==> config.mk <==
export PLATFORM = sky130hd
export DESIGN_NAME = memory_controller
export DESIGN_NICKNAME = d
export VERILOG_FILES = /design/src/rtl/memory_controller_pkg.sv /design/src/rtl/memory_controller_img_pos_counter.sv /design/src/rtl/memory_controller.sv
export SDC_FILE = /design/constraint.sdc
export NUM_CORES = 1
export LEC_CHECK = 0
export CORE_AREA = 3 3 113 115
export CTS_CLUSTER_DIAMETER = 40
export DETAILED_ROUTE_END_ITERATION = 8
export DIE_AREA = 0 0 116 118
export PLACE_DENSITY = 0.81
export REMOVE_ABC_BUFFERS = 1
export SKIP_CTS_REPAIR_TIMING = 1
export SLEW_MARGIN = 25
export SYNTH_ARGS = -nofsm -noshare
export SYNTH_HDL_FRONTEND = slang
export SYNTH_SLANG_ARGS = --single-unit
==> constraint.sdc <==
create_clock -name clk -period 4.6 [get_ports clk]
set_input_delay 1.38 -clock clk [delete_from_list [all_inputs] [get_ports clk]]
set_output_delay 1.38 -clock clk [all_outputs]
set_load 0.01 [all_outputs]
==> src/rtl/memory_controller_pkg.sv <==
// Shared constants, FSM state encoding and address helper for the BRAM memory controller.
package memory_controller_pkg;

    localparam int unsigned MAX_ROW = 360;
    localparam int unsigned MAX_COL = 540;
    localparam int unsigned ADDR_W  = 18;
    localparam int unsigned DATA_W  = 8;
    localparam int unsigned LEN_W   = 20;
    localparam int unsigned POS_W   = 10;

    typedef enum logic [2:0] {
        IDLE       = 3'd0,
        MD1_READ   = 3'd1,
        MD1_DONE   = 3'd2,
        FETCH      = 3'd3,
        FETCH_DONE = 3'd4
    } mc_state_e;

    // Advance a frame address, wrapping to zero after the last pixel.
    function automatic logic [ADDR_W-1:0] next_addr(input logic [ADDR_W-1:0] addr,
                                                    input logic [ADDR_W-1:0] last);
        if (addr == last) begin
            next_addr = {ADDR_W{1'b0}};
        end else begin
            next_addr = addr + 18'd1;
        end
    endfunction

endpackage

==> src/rtl/memory_controller_img_pos_counter.sv <==
// Row/column position of the read pointer; column wraps into the row, row wraps to zero.
module img_pos_counter
    import memory_controller_pkg::*;
#(
    parameter int unsigned MAX_ROW = memory_controller_pkg::MAX_ROW,
    parameter int unsigned MAX_COL = memory_controller_pkg::MAX_COL
) (
    input  logic             clk,
    input  logic             rst,
    input  logic             clr,
    input  logic             inc,
    output logic [POS_W-1:0] row,
    output logic [POS_W-1:0] col
);

    localparam logic [POS_W-1:0] LAST_ROW = POS_W'(MAX_ROW - 1);
    localparam logic [POS_W-1:0] LAST_COL = POS_W'(MAX_COL - 1);

    logic [POS_W-1:0] row_r;
    logic [POS_W-1:0] col_r;

    // Position register: cleared on reset/clear, advanced once per BRAM read.
    always_ff @(posedge clk) begin
        if (rst || clr) begin
            row_r <= {POS_W{1'b0}};
            col_r <= {POS_W{1'b0}};
        end else if (inc) begin
            if (col_r == LAST_COL) begin
                col_r <= {POS_W{1'b0}};
                row_r <= (row_r == LAST_ROW) ? {POS_W{1'b0}} : row_r + 10'd1;
            end else begin
                col_r <= col_r + 10'd1;
            end
        end
    end

    assign row = row_r;
    assign col = col_r;

endmodule

==> src/rtl/memory_controller.sv <==
// BRAM read controller: full-frame mode-1 readout and mode-2 burst fetches from a persistent pointer.
// Define MEMCTRL_DEBUG_EN to expose cnt_fetch_o, addr_temp_o and fetch_start_o (tied to 0 otherwise).
module memory_controller
    import memory_controller_pkg::*;
#(
    parameter int unsigned MAX_ROW = memory_controller_pkg::MAX_ROW,
    parameter int unsigned MAX_COL = memory_controller_pkg::MAX_COL
) (
    input  logic              clk,
    input  logic              rst,
    output logic              ena_o,
    output logic              wea_o,
    output logic [ADDR_W-1:0] addr_o,
    output logic [DATA_W-1:0] d2mem_o,
    input  logic [DATA_W-1:0] mem2d_i,
    output logic [DATA_W-1:0] data_o,
    output logic              data_en_o,
    input  logic              is_mode1_i,
    input  logic              is_mode2_i,
    input  logic              mode1_run_i,
    output logic              mode1_done_o,
    input  logic              fetch_run_i,
    output logic              fetch_done_o,
    input  logic [LEN_W-1:0]  cnt_len_i,
    output logic [POS_W-1:0]  cnt_img_row_o,
    output logic [POS_W-1:0]  cnt_img_col_o,
    output logic [DATA_W-1:0] pixel_o,
    output logic              pixel_en_o,
    output logic [LEN_W-1:0]  cnt_fetch_o,
    output logic [ADDR_W-1:0] addr_temp_o,
    output logic              fetch_start_o
);

    localparam logic [ADDR_W-1:0] LAST_ADDR = ADDR_W'(MAX_ROW * MAX_COL - 1);

    mc_state_e         state_r;
    mc_state_e         state_nxt_s;
    logic              md1_start_s;
    logic              fch_start_s;
    logic              more_s;
    logic              ena_nxt_s;
    logic [ADDR_W-1:0] addr_nxt_s;

    logic              ena_r;
    logic [ADDR_W-1:0] addr_r;
    logic [LEN_W-1:0]  len_r;
    logic [LEN_W-1:0]  cnt_fetch_r;
    logic [ADDR_W-1:0] addr_temp_r;
    logic              pixel_en_r;
    logic              data_en_r;
    logic              mode1_done_r;
    logic              fetch_done_r;

    assign md1_start_s = (state_r == IDLE) && mode1_run_i && is_mode1_i;
    assign fch_start_s = (state_r == IDLE) && fetch_run_i && is_mode2_i && !is_mode1_i;
    // Another burst read is due only while under length and not past the frame end.
    assign more_s      = ((cnt_fetch_r + 20'd1) < len_r) && (addr_r != LAST_ADDR);

    // State register.
    always_ff @(posedge clk) begin
        if (rst) begin
            state_r <= IDLE;
        end else begin
            state_r <= state_nxt_s;
        end
    end

    // Next-state logic; FETCH lingers one idle-read cycle so done trails the last data strobe.
    always_comb begin
        state_nxt_s = state_r;
        case (state_r)
            IDLE: begin
                if (md1_start_s) begin
                    state_nxt_s = MD1_READ;
                end else if (fch_start_s) begin
                    state_nxt_s = FETCH;
                end else begin
                    state_nxt_s = IDLE;
                end
            end
            MD1_READ: begin
                if (addr_r == LAST_ADDR) begin
                    state_nxt_s = MD1_DONE;
                end else begin
                    state_nxt_s = MD1_READ;
                end
            end
            MD1_DONE:   state_nxt_s = IDLE;
            FETCH: begin
                if (!ena_r) begin
                    state_nxt_s = FETCH_DONE;
                end else begin
                    state_nxt_s = FETCH;
                end
            end
            FETCH_DONE: state_nxt_s = IDLE;
            default:    state_nxt_s = IDLE;
        endcase
    end

    // Output logic: next BRAM enable and address for the registered read port.
    always_comb begin
        ena_nxt_s  = 1'b0;
        addr_nxt_s = addr_r;
        case (state_r)
            IDLE: begin
                if (md1_start_s) begin
                    ena_nxt_s  = 1'b1;
                    addr_nxt_s = {ADDR_W{1'b0}};
                end else if (fch_start_s) begin
                    ena_nxt_s  = (cnt_len_i != {LEN_W{1'b0}});
                    addr_nxt_s = addr_temp_r;
                end else begin
                    ena_nxt_s  = 1'b0;
                end
            end
            MD1_READ: begin
                if (addr_r != LAST_ADDR) begin
                    ena_nxt_s  = 1'b1;
                    addr_nxt_s = addr_r + 18'd1;
                end else begin
                    ena_nxt_s  = 1'b0;
                end
            end
            FETCH: begin
                if (ena_r && more_s) begin
                    ena_nxt_s  = 1'b1;
                    addr_nxt_s = addr_r + 18'd1;
                end else begin
                    ena_nxt_s  = 1'b0;
                end
            end
            default: ena_nxt_s = 1'b0;
        endcase
    end

    // Datapath registers: read port, strobes, burst counters and the persistent pointer.
    always_ff @(posedge clk) begin
        if (rst) begin
            ena_r        <= 1'b0;
            addr_r       <= {ADDR_W{1'b0}};
            len_r        <= {LEN_W{1'b0}};
            cnt_fetch_r  <= {LEN_W{1'b0}};
            addr_temp_r  <= {ADDR_W{1'b0}};
            pixel_en_r   <= 1'b0;
            data_en_r    <= 1'b0;
            mode1_done_r <= 1'b0;
            fetch_done_r <= 1'b0;
        end else begin
            ena_r        <= ena_nxt_s;
            addr_r       <= addr_nxt_s;
            pixel_en_r   <= ena_r && (state_r == MD1_READ);
            data_en_r    <= ena_r && (state_r == FETCH);
            mode1_done_r <= (state_nxt_s == MD1_DONE);
            fetch_done_r <= (state_nxt_s == FETCH_DONE);
            if (fch_start_s) begin
                cnt_fetch_r <= {LEN_W{1'b0}};
                len_r       <= cnt_len_i;
            end else if ((state_r == FETCH) && ena_r) begin
                cnt_fetch_r <= cnt_fetch_r + 20'd1;
            end
            if (md1_start_s) begin
                addr_temp_r <= {ADDR_W{1'b0}};
            end else if ((state_r == FETCH) && ena_r) begin
                addr_temp_r <= next_addr(addr_temp_r, LAST_ADDR);
            end
        end
    end

    img_pos_counter #(
        .MAX_ROW (MAX_ROW),
        .MAX_COL (MAX_COL)
    ) u_pos (
        .clk (clk),
        .rst (rst),
        .clr (md1_start_s),
        .inc (ena_r),
        .row (cnt_img_row_o),
        .col (cnt_img_col_o)
    );

    assign ena_o        = ena_r;
    assign wea_o        = 1'b0;
    assign addr_o       = addr_r;
    assign d2mem_o      = {DATA_W{1'b0}};
    // BRAM output is already registered; gate it so idle cycles show zero.
    assign pixel_o      = pixel_en_r ? mem2d_i : {DATA_W{1'b0}};
    assign pixel_en_o   = pixel_en_r;
    assign data_o       = data_en_r ? mem2d_i : {DATA_W{1'b0}};
    assign data_en_o    = data_en_r;
    assign mode1_done_o = mode1_done_r;
    assign fetch_done_o = fetch_done_r;

`ifdef MEMCTRL_DEBUG_EN
    logic fetch_start_r;

    // Burst-start strobe for debug visibility.
    always_ff @(posedge clk) begin
        if (rst) begin
            fetch_start_r <= 1'b0;
        end else begin
            fetch_start_r <= fch_start_s;
        end
    end

    assign cnt_fetch_o   = cnt_fetch_r;
    assign addr_temp_o   = addr_temp_r;
    assign fetch_start_o = fetch_start_r;
`else
    assign cnt_fetch_o   = {LEN_W{1'b0}};
    assign addr_temp_o   = {ADDR_W{1'b0}};
    assign fetch_start_o = 1'b0;
`endif

endmodule

==> results.ini, run 1 <==
[outcome]
status=completed

[synthesis]
yosys_warnings=0
avgSynthCellArea_um2=7.97
synth_fa_ha_area_share_pct=5.02
synthArstFlopShare_pct=0
yosys_most_used_dff=dfxtp_1
synth.most_common_cell=dfxtp_1
yosys.area_share.simple_pct=25.7
netlist_area_um2=5980
synthesis.instances=750
synthMuxAreaShare_pct=0.167
ys_seq_elements=104
synth_edf_count=0
synth_cell_type_count=58
synth_top_family_by_area=simple AND/OR/NAND/NOR gates
synth_common_cells=104 x dfxtp_1, 92 x nand2_1, 83 x nor2_1
yosysTopAreaCellShare_pct=34.8
synth-xor-area-share_pct=10.8
synth-compound-area-share_pct=13.7
synthTopCellsByArea=dfxtp_1 35%, buf_4 6.2%, xor2_1 6.2%
synth_top_cell_by_area=dfxtp_1
ys_seq_area_share_pct=34.8

[clock_tree]
cts_tree=built
cts_buffers=9
path_clk_slew_ps=80
clock_latency_ps=350
htree_levels=3
clockRootBuffer=clkbuf_16
cts.sinks=104
clk_path_buf_depth=2

[worst_setup_path]
critical_path_class=flip-flop to flip-flop
worstPathArrival_ps=4420
critPathRequiredTime_ps=4890
r2r-end=addr_o[11]
path_max_fanout=13
r2r_setup_slack_ps=470
crit_start=cnt_fetch_r[0]
critPathLaunchType=flip-flop
r2r_cells=15
cp-end-kind=flip-flop
regToRegStartpoint=cnt_fetch_r[0]

[routing]
via_per_inst=5.46
drc=0
routedWlPerCell_um=14.6
drt-total-wl_mm=14.4
antenna_left=0
drt_iter0_markers=490
num_vias=5355
first_pass_iters=5

[timing]
final-setup-viol-count=0
fin_crit_sh_pct=89.9
tns_ps=0
skew_ps=11.7
slew-limit-headroom_pct=45.7
min_period_ps=4130
worst_pin_slew_ps=815
rsz0062_at_grt=no
max_freq_mhz=242
layout_setup_ws_ps=466
drv_slew=0
hold_violations=0

[global_route]
grt_pass1_vias=4858
grtUsageTotal_pct=20.9
grt_first_pass_wirelength_mm=23.6
grt-ovfl-total=0
grt_start_max_net_pins=50
antenna_found_initial=0

[place]
place.gp.congestion=0.880
dpl_worst_slack_ps=299
dpl.hpwl_mm=10.3
io_buffer_count=92

[hold_path]
min_path_type=flip-flop to flip-flop
hold_path_depth=2
hp-start=len_r[10]
hold_end=len_r[10]

[die]
pin_count=141
start_util_pct=50.2
die_h_um=118
rows=40
dieArea_um2=13700
core_area_um2=11900
fp.dieW_um=116

[cells_and_area]
num-nets-final=887
synthToLayoutAreaGrowth_pct=19.8
drive_above_1_share_pct=4.32
num_antenna_cells=0
final_core_util_pct=60.1
nFillCells=1064

[pwr]
powerDensity_nw_per_um2=283
max-vdd-ir-drop_uv=218
power_leakage_nw=2.60

[flow_run]
maxCapViolations=0

area by class of cell:
cell class / count / area [µm²] / area share, %
clock buffer: 9 / 225 / 3.15
clock inverter: 7 / 101 / 1.42
inverter: 24 / 90.1 / 1.26
multi-input combinational: 590 / 3500 / 48.9
sequential: 104 / 2080 / 29.1
tap: 147 / 184 / 2.57
timing repair buffer: 100 / 976 / 13.6
critical path, cell delays in order, from the launching register on:
cell,delay [ps]
dfxtp_1,390
ha_1,220
and3_1,240
nand3_1,200
nor3_1,400
nand3_1,240
nor2_1,190
xor2_1,170
ha_1,260
a21o_1,180
a21oi_1,120
o21ai_0,110
a211oi_2,380
a21oi_1,190
nor2_2,530
a32o_1,270
report_power, final:
part	switching, mW	internal (mW)
registers	0.0295	0.920
logic	0.135	0.0998
clock network	0.360	0.482
total	0.524	1.50
kinds of logic after synthesis:
logic type                 count (synthesis)
and+or+nand+nor                          313
DFF                                      104
adders and majority gates                 24
xor gates and xnor gates                  74
buffers and inverters                    103
muxes                                      1
other                                      1
AOI/OAI and AO/OA                        130
cells in the final DEF, fill, tap and decap left out, types with 3 or more instances in the layout:
master,instances
ha_1,24
nor2_1,82
nor4_1,9
nor3_1,9
dfxtp_1,104
and3_1,11
xor2_1,42
inv_1,24
nand3_1,35
conb_1,48
nand2_1,92
nand2b_1,4
xnor2_1,32
buf_4,8
clkbuf_16,9
o31ai_1,3
o21ai_0,18
a211oi_1,13
and4_1,4
a22oi_1,11
a31oi_1,8
or3_1,7
a21oi_1,53
and2_1,20
clkdlybuf4s50_1,91
a32o_1,4
nand4_1,21
a21o_1,3
stage by stage:
step	cell area (µm²)	power [mW]	hold slack, ps	cells
final	7160	2.03	456	981
after global routing	7160	2.10	473	981
after CTS	7160	2.03	456	981
after detailed placement	6830	1.20	447	965
after global placement	6830	1.20	443	965
after floorplan	5670	1.09	430	718
flip-flops by register name (all words and copies together), names as in the netlist:
register and flops:
addr_o 18, addr_temp_r 18, cnt_fetch_r 20, data_en_o 1, ena_o 1, fetch_done_o 1
len_r 20, mode1_done_o 1, pixel_en_o 1, state_r 3, u_pos.col 10, u_pos.row 10
worst max path at each step:
stage / end
final: addr_o[11]
after global routing: addr_o[0]
after CTS: addr_o[11]
after detailed placement: addr_o[11]
after global placement: addr_o[11]
after floorplan: addr_o[11]
per-layer routing:
metal	vias up	track usage, %	wire [µm]
li1	2658	-	-
met4	0	7.18	249
met3	23	2.98	957
met2	210	32.8	6640
met5	-	0	0
met1	2464	29.4	6500
Power figures use the tool's default switching activity.
==> run 2, diff against run 1 <==
- CAP_MARGIN: not set -> 20
==> results of run 2 <==
Same layout as run 1: the final DEF is identical, and so are final timing and power.
